$ cat src/rtl/mult_rr_sched.sv
`default_nettype none
// ============================================================================
// Module   : mult_rr_sched
// Purpose  : Round-robin front end for one shared two-stage registered
//            multiplier. Up to NUM_REQ requesters offer operand pairs. One
//            of them is granted per cycle, and its operands go to the
//            multiplier. A two-stage tag pipeline follows the multiplier's
//            register stages, so each product that comes back carries the
//            ID of the requester that owns it.
// Revision : 1.0 - initial release
// ----------------------------------------------------------------------------
// Parameters
//   DATA_WIDTH   operand width (product is 2*DATA_WIDTH)
//   NUM_REQ      number of requesters, 2..8
//   ID_W         requester-ID width, clog2(NUM_REQ)
// Ports
//   i_clk        clock, rising edge
//   i_rst        synchronous active-high reset
//   iv_req_valid per-requester request
//   iv_req_a/b   packed operands, slice k belongs to requester k
//   ov_req_ready one-hot grant (or zero)
//   o_mul_en     advance enable for both multiplier register stages
//   ov_mul_a/b   operands to the multiplier
//   iv_mul_prod  registered product from the multiplier
//   o_res_valid  result available
//   ov_res_prod  result product (iv_mul_prod passed through)
//   ov_res_id    owner of the current result
//   i_res_ready  consumer accepts the result
//   o_idle       no operation in flight
// ============================================================================
module mult_rr_sched #(
   parameter int DATA_WIDTH = 4,
   parameter int NUM_REQ    = 4,
   parameter int ID_W       = 2
) (
   input  logic                          i_clk,
   input  logic                          i_rst,
   input  logic [NUM_REQ-1:0]            iv_req_valid,
   input  logic [NUM_REQ*DATA_WIDTH-1:0] iv_req_a,
   input  logic [NUM_REQ*DATA_WIDTH-1:0] iv_req_b,
   output logic [NUM_REQ-1:0]            ov_req_ready,
   output logic                          o_mul_en,
   output logic [DATA_WIDTH-1:0]         ov_mul_a,
   output logic [DATA_WIDTH-1:0]         ov_mul_b,
   input  logic [2*DATA_WIDTH-1:0]       iv_mul_prod,
   output logic                          o_res_valid,
   output logic [2*DATA_WIDTH-1:0]       ov_res_prod,
   output logic [ID_W-1:0]               ov_res_id,
   input  logic                          i_res_ready,
   output logic                          o_idle
);

   // The pointer starts at the last requester, so requester 0 is searched
   // first after reset.
   localparam logic [ID_W-1:0] c_ptr_rst = ID_W'(NUM_REQ - 1);
   localparam logic [ID_W:0]   c_num_req = (ID_W + 1)'(NUM_REQ);

   // Tag pipeline. It is the bookkeeping twin of the multiplier's operand
   // and product registers.
   logic            r_s1_valid;
   logic [ID_W-1:0] r_s1_id;
   logic            r_s2_valid;
   logic [ID_W-1:0] r_s2_id;
   logic [ID_W-1:0] r_ptr;

   logic            w_stall;
   logic            w_found;
   logic [ID_W-1:0] w_idx;
   logic [ID_W:0]   w_sum;
   logic            w_xfer;

   // -------------------------------------------------------------------------
   // Stall: the oldest result cannot leave, so nothing may move. This term
   // depends only on registered state and the consumer. Request valids never
   // reach o_mul_en.
   // -------------------------------------------------------------------------
   assign w_stall  = r_s2_valid & ~i_res_ready;

   // During reset the enable is forced high. The multiplier then flushes the
   // zero operands through both of its stages.
   assign o_mul_en = i_rst | ~w_stall;

   // -------------------------------------------------------------------------
   // Round-robin search, starting at ptr+1 and wrapping. The one-bit-wider
   // sum keeps the wrap exact for non-power-of-two NUM_REQ.
   // -------------------------------------------------------------------------
   always_comb begin
      w_found = 1'b0;
      w_idx   = r_ptr;
      w_sum   = '0;
      for (int i = 1; i <= NUM_REQ; i++) begin
         w_sum = {1'b0, r_ptr} + (ID_W + 1)'(i);
         if (w_sum >= c_num_req) begin
            w_sum = w_sum - c_num_req;
         end
         if (!w_found && iv_req_valid[w_sum[ID_W-1:0]]) begin
            w_found = 1'b1;
            w_idx   = w_sum[ID_W-1:0];
         end
      end
   end

   assign w_xfer = w_found & ~w_stall & ~i_rst;

   // Grant and operand mux. Operands are zero when nothing is granted, so
   // bubbles enter the multiplier as 0*0.
   always_comb begin
      ov_req_ready = '0;
      ov_mul_a     = '0;
      ov_mul_b     = '0;
      if (w_xfer) begin
         ov_req_ready[w_idx] = 1'b1;
         ov_mul_a = iv_req_a[w_idx*DATA_WIDTH +: DATA_WIDTH];
         ov_mul_b = iv_req_b[w_idx*DATA_WIDTH +: DATA_WIDTH];
      end
   end

   // -------------------------------------------------------------------------
   // State update. Everything advances together with the multiplier, so tags
   // and products stay aligned through stalls.
   // -------------------------------------------------------------------------
   always_ff @(posedge i_clk) begin
      if (i_rst) begin
         r_s1_valid <= 1'b0;
         r_s1_id    <= '0;
         r_s2_valid <= 1'b0;
         r_s2_id    <= '0;
         r_ptr      <= c_ptr_rst;
      end else if (o_mul_en) begin
         r_s1_valid <= w_xfer;
         r_s1_id    <= w_xfer ? w_idx : '0;
         r_s2_valid <= r_s1_valid;
         r_s2_id    <= r_s1_id;
         if (w_xfer) begin
            r_ptr <= w_idx;
         end
      end
   end

   // Result side is purely combinational from the last tag stage.
   assign o_res_valid = r_s2_valid;
   assign ov_res_id   = r_s2_id;
   assign ov_res_prod = iv_mul_prod;
   assign o_idle      = ~(r_s1_valid | r_s2_valid);

endmodule
`default_nettype wire
$ cat config.mk
export PLATFORM = sky130hd
export DESIGN_NAME = mult_rr_sched
export DESIGN_NICKNAME = d
export VERILOG_FILES = /design/src/rtl/mult_rr_sched.sv
export SDC_FILE = /design/constraint.sdc
export NUM_CORES = 1
export LEC_CHECK = 0
export ABC_CLOCK_PERIOD_IN_PS = 1750
export BUFFER_PORTS_ARGS = -buffer_cell sky130_fd_sc_hd__buf_4
export CAP_MARGIN = 20
export CORE_MARGIN = 5
export CORE_UTILIZATION = 31
export CTS_CLUSTER_SIZE = 14
export DETAILED_ROUTE_END_ITERATION = 16
export HOLD_SLACK_MARGIN = 0.08
export PLACE_DENSITY_LB_ADDON = 0.3
export SLEW_MARGIN = 20
export SYNTH_ARGS = -nofsm -noshare
export SYNTH_HDL_FRONTEND = slang
export SYNTH_SLANG_ARGS = --single-unit
$ cat constraint.sdc
create_clock -name i_clk -period 1.75 [get_ports i_clk]
set_clock_uncertainty 0.1 [all_clocks]
set_input_delay 0.175 -clock i_clk [delete_from_list [all_inputs] [get_ports i_clk]]
set_output_delay 0.175 -clock i_clk [all_outputs]
set_load 0.05 [all_outputs]
### Word level (Yosys, flattened, before mapping)

Cells that the tools add are included.

| cells by class | value |
|---|---|
| mux-type cells | 26 |
| bitwise logic cells | 9 |
| reductions and logical operators | 8 |
| order comparisons | 10 |
| shifts and indexed selects | 2 |
| add/sub/neg operators | 8 |

Operators by type and width:

| kind | number |
|---|---|
| $shiftx 16x5->4 | 2 |
| $mux 2 | 9 |
| $lt 2x3->1 const B | 5 |
| $ge 3x3->1 const B | 4 |
| $mux 4 | 3 |
| $mux 1 | 9 |
| $bmux 1 s2 | 4 |
| $sub 2x1->2 const B | 4 |
| $add 2x2->3 const B | 2 |
| $logic_and 1x1->1 | 4 |
| $not 1->1 | 4 |
| $add 2x1->3 const B | 1 |
| $add 2x3->3 const B | 1 |
| $and 1x1->1 | 3 |
| $logic_not 1->1 | 3 |
| $demux 1 s2 | 1 |
| $ge 2x1->1 const B | 1 |
| $or 1x1->1 | 2 |
| $reduce_and 2->1 | 1 |

| storage, ports and cells | value |
|---|---|
| output and inout port bits | 25 |
| logic and storage cells | 68 |
| flip-flop bits (word level) | 8 |
| input bits | 47 |

### Depth between registers and ports, before layout

| depth | value |
|---|---|
| word-level depth | 20 |
| depth in mapped cells | 6 |
| gate-level depth less buffers | 5 |

### Worst setup path before layout

Ideal clock, no wire load.

| path | value |
|---|---|
| path type | register to output |
| from | register r_s2_valid, in the netlist o_res_valid |
| to | output ov_mul_a[1] |
| buffers on the path | 0 |
| data required time | 1.475 ns |
| data arrival time | 2.125 ns |
| slack | -0.650 ns |
| stages on the path, launching flop included | 5 |
| path through | dfxtp_1 -> nor2b_1 -> nor3_2 -> nand3_1 -> o22ai_1 |

| between the ends | value |
|---|---|
| longest elaborated chain between the ends | 5 |

Ends and longest elaborated chain:

| item | line | source |
|---|---|---|
| start, declared | 62 | `logic r_s2_valid;` |
| start signal, assigned | 132 | `r_s2_valid <= r_s1_valid;` |
| $and 1x1->1 | 77 | `assign w_stall = r_s2_valid & ~i_res_ready;` |
| $not 1->1 | 103 | `assign w_xfer = w_found & ~w_stall & ~i_rst;` |
| $and 1x1->1 (2 in a row) | 103 |  |
| $mux 4 | 111 | `if (w_xfer) begin` |
| end, declared | 43 | `output logic [DATA_WIDTH-1:0] ov_mul_a,` |

No other way between the ends.

### Final worst setup path

| path | value |
|---|---|
| from | register r_ptr[1] |
| to | output ov_mul_b[0] |

| between the ends | value |
|---|---|
| longest elaborated chain between the ends | 18 |
| elaborated cells between the ends (all ways) | 42 |
| classes of those cells | add/sub: 8; order compare: 4; shift: 1; mux: 21; bitwise: 2; reduce/logical: 6 |

Ends and longest elaborated chain:

| item | line | source |
|---|---|---|
| start, declared | 64 | `logic [ID_W-1:0] r_ptr;` |
| start signal, assigned | 128 | `r_ptr <= c_ptr_rst;` |
| start signal, assigned | 135 | `r_ptr <= w_idx;` |
| parallel branches: the longest is 17 deep, another holds $add 2x1->3 | - |  |
| $mux 4 (*) | 111 |  |
| end, declared | 44 | `output logic [DATA_WIDTH-1:0] ov_mul_b,` |

Every way passes the cells marked *. The select of a mux whose other input is x is not followed.

==> flow_metrics.tcl <==
set metrics [dict create \
    run_status "finished, violations left" \
    failing_checks "negative setup slack" \
    core_area_um2 2170 \
    power_switching_share 0.4510 \
    max_freq_ghz 0.4682 \
    rsz0062_at_grt "yes" \
    power.share.sequential 0.160 \
    vdd.ir_drop.worst_uv 597.7 \
    grt_antenna_before_repair 0 \
    fin_ws_ns -0.3857 \
    cp-end-kind "output pin" \
    timing.final.hold_violations 0 \
    grt_first_pass_wirelength_mm 5.126 \
    power.net_switching_uw 644.4 \
    routabilityCongestion 0.7776 \
    fin_crit_sh 1.220 \
    synth_area_leader_cell "dfxtp_1" \
    buffer_ports.inserted 55 \
    finalCriticalPeriod_ns 2.136 \
    detail-route-antenna-nets 0 \
    clk_root_buffer_cell "clkbuf_4" \
    route.detailed.drc 0 \
    area_delta_synth_final_pct 145.2 \
    n_antenna_cell 0 \
    synthesis.area_um2 684.4 \
    grt_usage 0.1994 \
    ys_top_cells_by_count "mux2i_1 (16), nand2_1 (9), nor2_1 (9)" \
    cts_made_buffers 3 \
    ys.flop_type "dfxtp_1" \
    critPathMaxFanout 7 \
    cellLeakagePower_uw 0.0006995 \
    synthMostInstantiatedCell "mux2i_1" \
    count_of_standard_cell_rows 17 \
    die_area_um2 3247 \
    die_y_um 56.99 \
    die-width_um 56.99 \
    worst_pin_slew_ns 0.4804 \
    worst-setup-path-type "reg -> out" \
    post_synth.cell_area_avg_um2 8.148 \
    worst_skew_pair.late_latency_ns 0.26 \
    report.final.slew_viol_count 0 \
    synth_async_sr_flop_share 0 \
    largest_net_degree_at_the_start_of_global_routing 9 \
    worst_ep_arrival_time_ns 1.86 \
    synth_enable_flop_cells 0 \
    place_area_um2 1403 \
    number_of_nets_produced_by_synthesis 131 \
    detail_route.first_pass.iterations 4 \
    synth-warning-count 0 \
    fillCellCount 120 \
    htree_levels 1 \
    setup_violations 12 \
    synth.distinct_cells 22 \
    synth_seq_area_share 0.2340 \
    max-cap-violations 0 \
    critical_path_required_time_ns 1.47 \
    area_of_the_multi_input_gates_um2 818.3 \
    synth_top_area_frac 0.2340 \
    dpl.hpwl_mm 1.981 \
    first_iter_violations 25 \
    syn-instance-count 84 \
    yosys_register_bits 8 \
    cts.sink_count 8 \
    finalWirelength_mm 3.233 \
    worst_slew_margin_rel 0.6768 \
    vias_per_cell 5.118 \
    initial_core_util 0.3155 \
    detail_route.wl_per_cell_um 18.16 \
    final_design_area_excluding_fillers_um2 1678 \
    first_global_vias 1004 \
    synthTopCellsByArea "dfxtp_1 (23%), mux2i_1 (23%), buf_4 (8.8%), o22ai_1 (7.3%), nand2_1 (4.9%)" \
    final-seq-area_um2 168.9 \
    cts.clk_slew.worst_paths_ns 0.06 \
    num_vias 911 \
    final_net_count 198 \
    cts_buffer_depth 2 \
    fraction_of_final_layout_cells_sized_beyond_drive_strength_1 0.7867 \
    grt_overflow_total 0 \
    min_path_type "in -> reg" \
    clock_power_share 0.109 \
    tritoncts "done" \
    setup.worst_path.start_class "flop" \
    power_report.internal_total_uw 784.5 \
    power_frac_comb 0.731 \
    p_per_area_nw_per_um2 851.6 \
    final.hold.worst_slack_ns 0.1379 \
    pre_cts_ws_ns -0.1969 \
    io_pins 72 \
]
==> layer usage <==
layer  vias up  GRT usage  wire (um)
li1        433          -          -
met1       435     0.2178       1223
met2        39     0.3866       1739
met3         4    0.04299        260
met4         0    0.04636          9
met5         -          0          0
==> cell type report <==
type,count,share of cell area
multi-input cells,64,0.4877
clock buffers,4,0.01566
flip-flops and latches,8,0.1007
well taps,28,0.02088
repair buffers,71,0.3684
inverters,3,0.006711
==> placed cells by master, fill, tap and decap left out, types with 2 or more instances in the layout <==
cell	instances
a22o_1	2
nor2b_4	2
o22ai_4	8
nand2b_4	2
buf_4	52
mux2i_2	5
nor2_4	2
dfxtp_4	2
nand2_4	2
buf_6	14
dfxtp_1	5
nand2_1	5
clkbuf_4	3
nor2_1	7
inv_1	2
o21ai_0	2
mux2i_4	10
buf_8	4
==> through the flow <==
step | power, uW | utilization | cells | setup TNS [ns]
6_report | 1429 | 0.7734 | 178 | -4.189
3_3_place_gp | 1046 | 0.6465 | 169 | -1.120
5_1_grt | 1490 | 0.7734 | 178 | -4.800
3_5_place_dp | 1060 | 0.6465 | 169 | -1.457
4_1_cts | 1447 | 0.7832 | 179 | -4.235
2_1_floorplan | 862.4 | - | 84 | -1.078
==> worst paths after layout <==
| check | startpoint | endpoint | slack, ns | depth (start not counted) |
|---|---|---|---|---|
| setup / recovery | r_ptr[1] | ov_mul_b[0] | -0.39 | 7 |
| hold / removal | i_rst | r_ptr[1] | 0.14 | 3 |
| setup reg to reg | r_ptr[1] | r_ptr[0] | 0.08 | 7 |
| hold reg to reg | r_s1_id[1] | r_s1_id[1] | 0.35 | 2 |
==> power by group through the flow <==
stage          combinational [uW]  sequential (uW)  clock [uW]
2_1_floorplan                 618              244           0
3_3_place_gp                  819              227           0
3_5_place_dp                  832              228           0
4_1_cts                      1060              227         164
5_1_grt                      1090              231         173
6_report                     1040              228         156
==> critical path, cell delays in order (launching register included) <==
cell and delay (ns):
dfxtp_4 0.38, nand2b_4 0.14, a21oi_4 0.06, a221oi_4 0.23
buf_6 0.24, mux2i_4 0.29, o22ai_4 0.09, buf_6 0.16
==> repair_timing <==
item / CTS / global route
gates cloned: 1 / 0
buffers inserted: 4 / 1
hold buffers: 1 / 0
resized for setup: 46 / 6
hold endpoints to repair: 1 / 0
pin swaps: 8 / 6
endpoints found under the setup margin: 12 / 15
==> kinds of logic after synthesis <==
group	Yosys count	share of synthesized area
AO/OA/AOI/OAI	19	0.2103
buffers and inverters	12	0.1207
flip-flops	8	0.2340
multiplexers	16	0.2340
AND/OR/NAND/NOR	29	0.2011
==> sequential cells by signal, indices dropped and copies added (netlist names) <==
register and count:
o_res_valid 1, ov_res_id 2, r_ptr 2, r_s1_id 2, r_s1_valid 1
No activity file was read; power rests on OpenSTA's default activity.
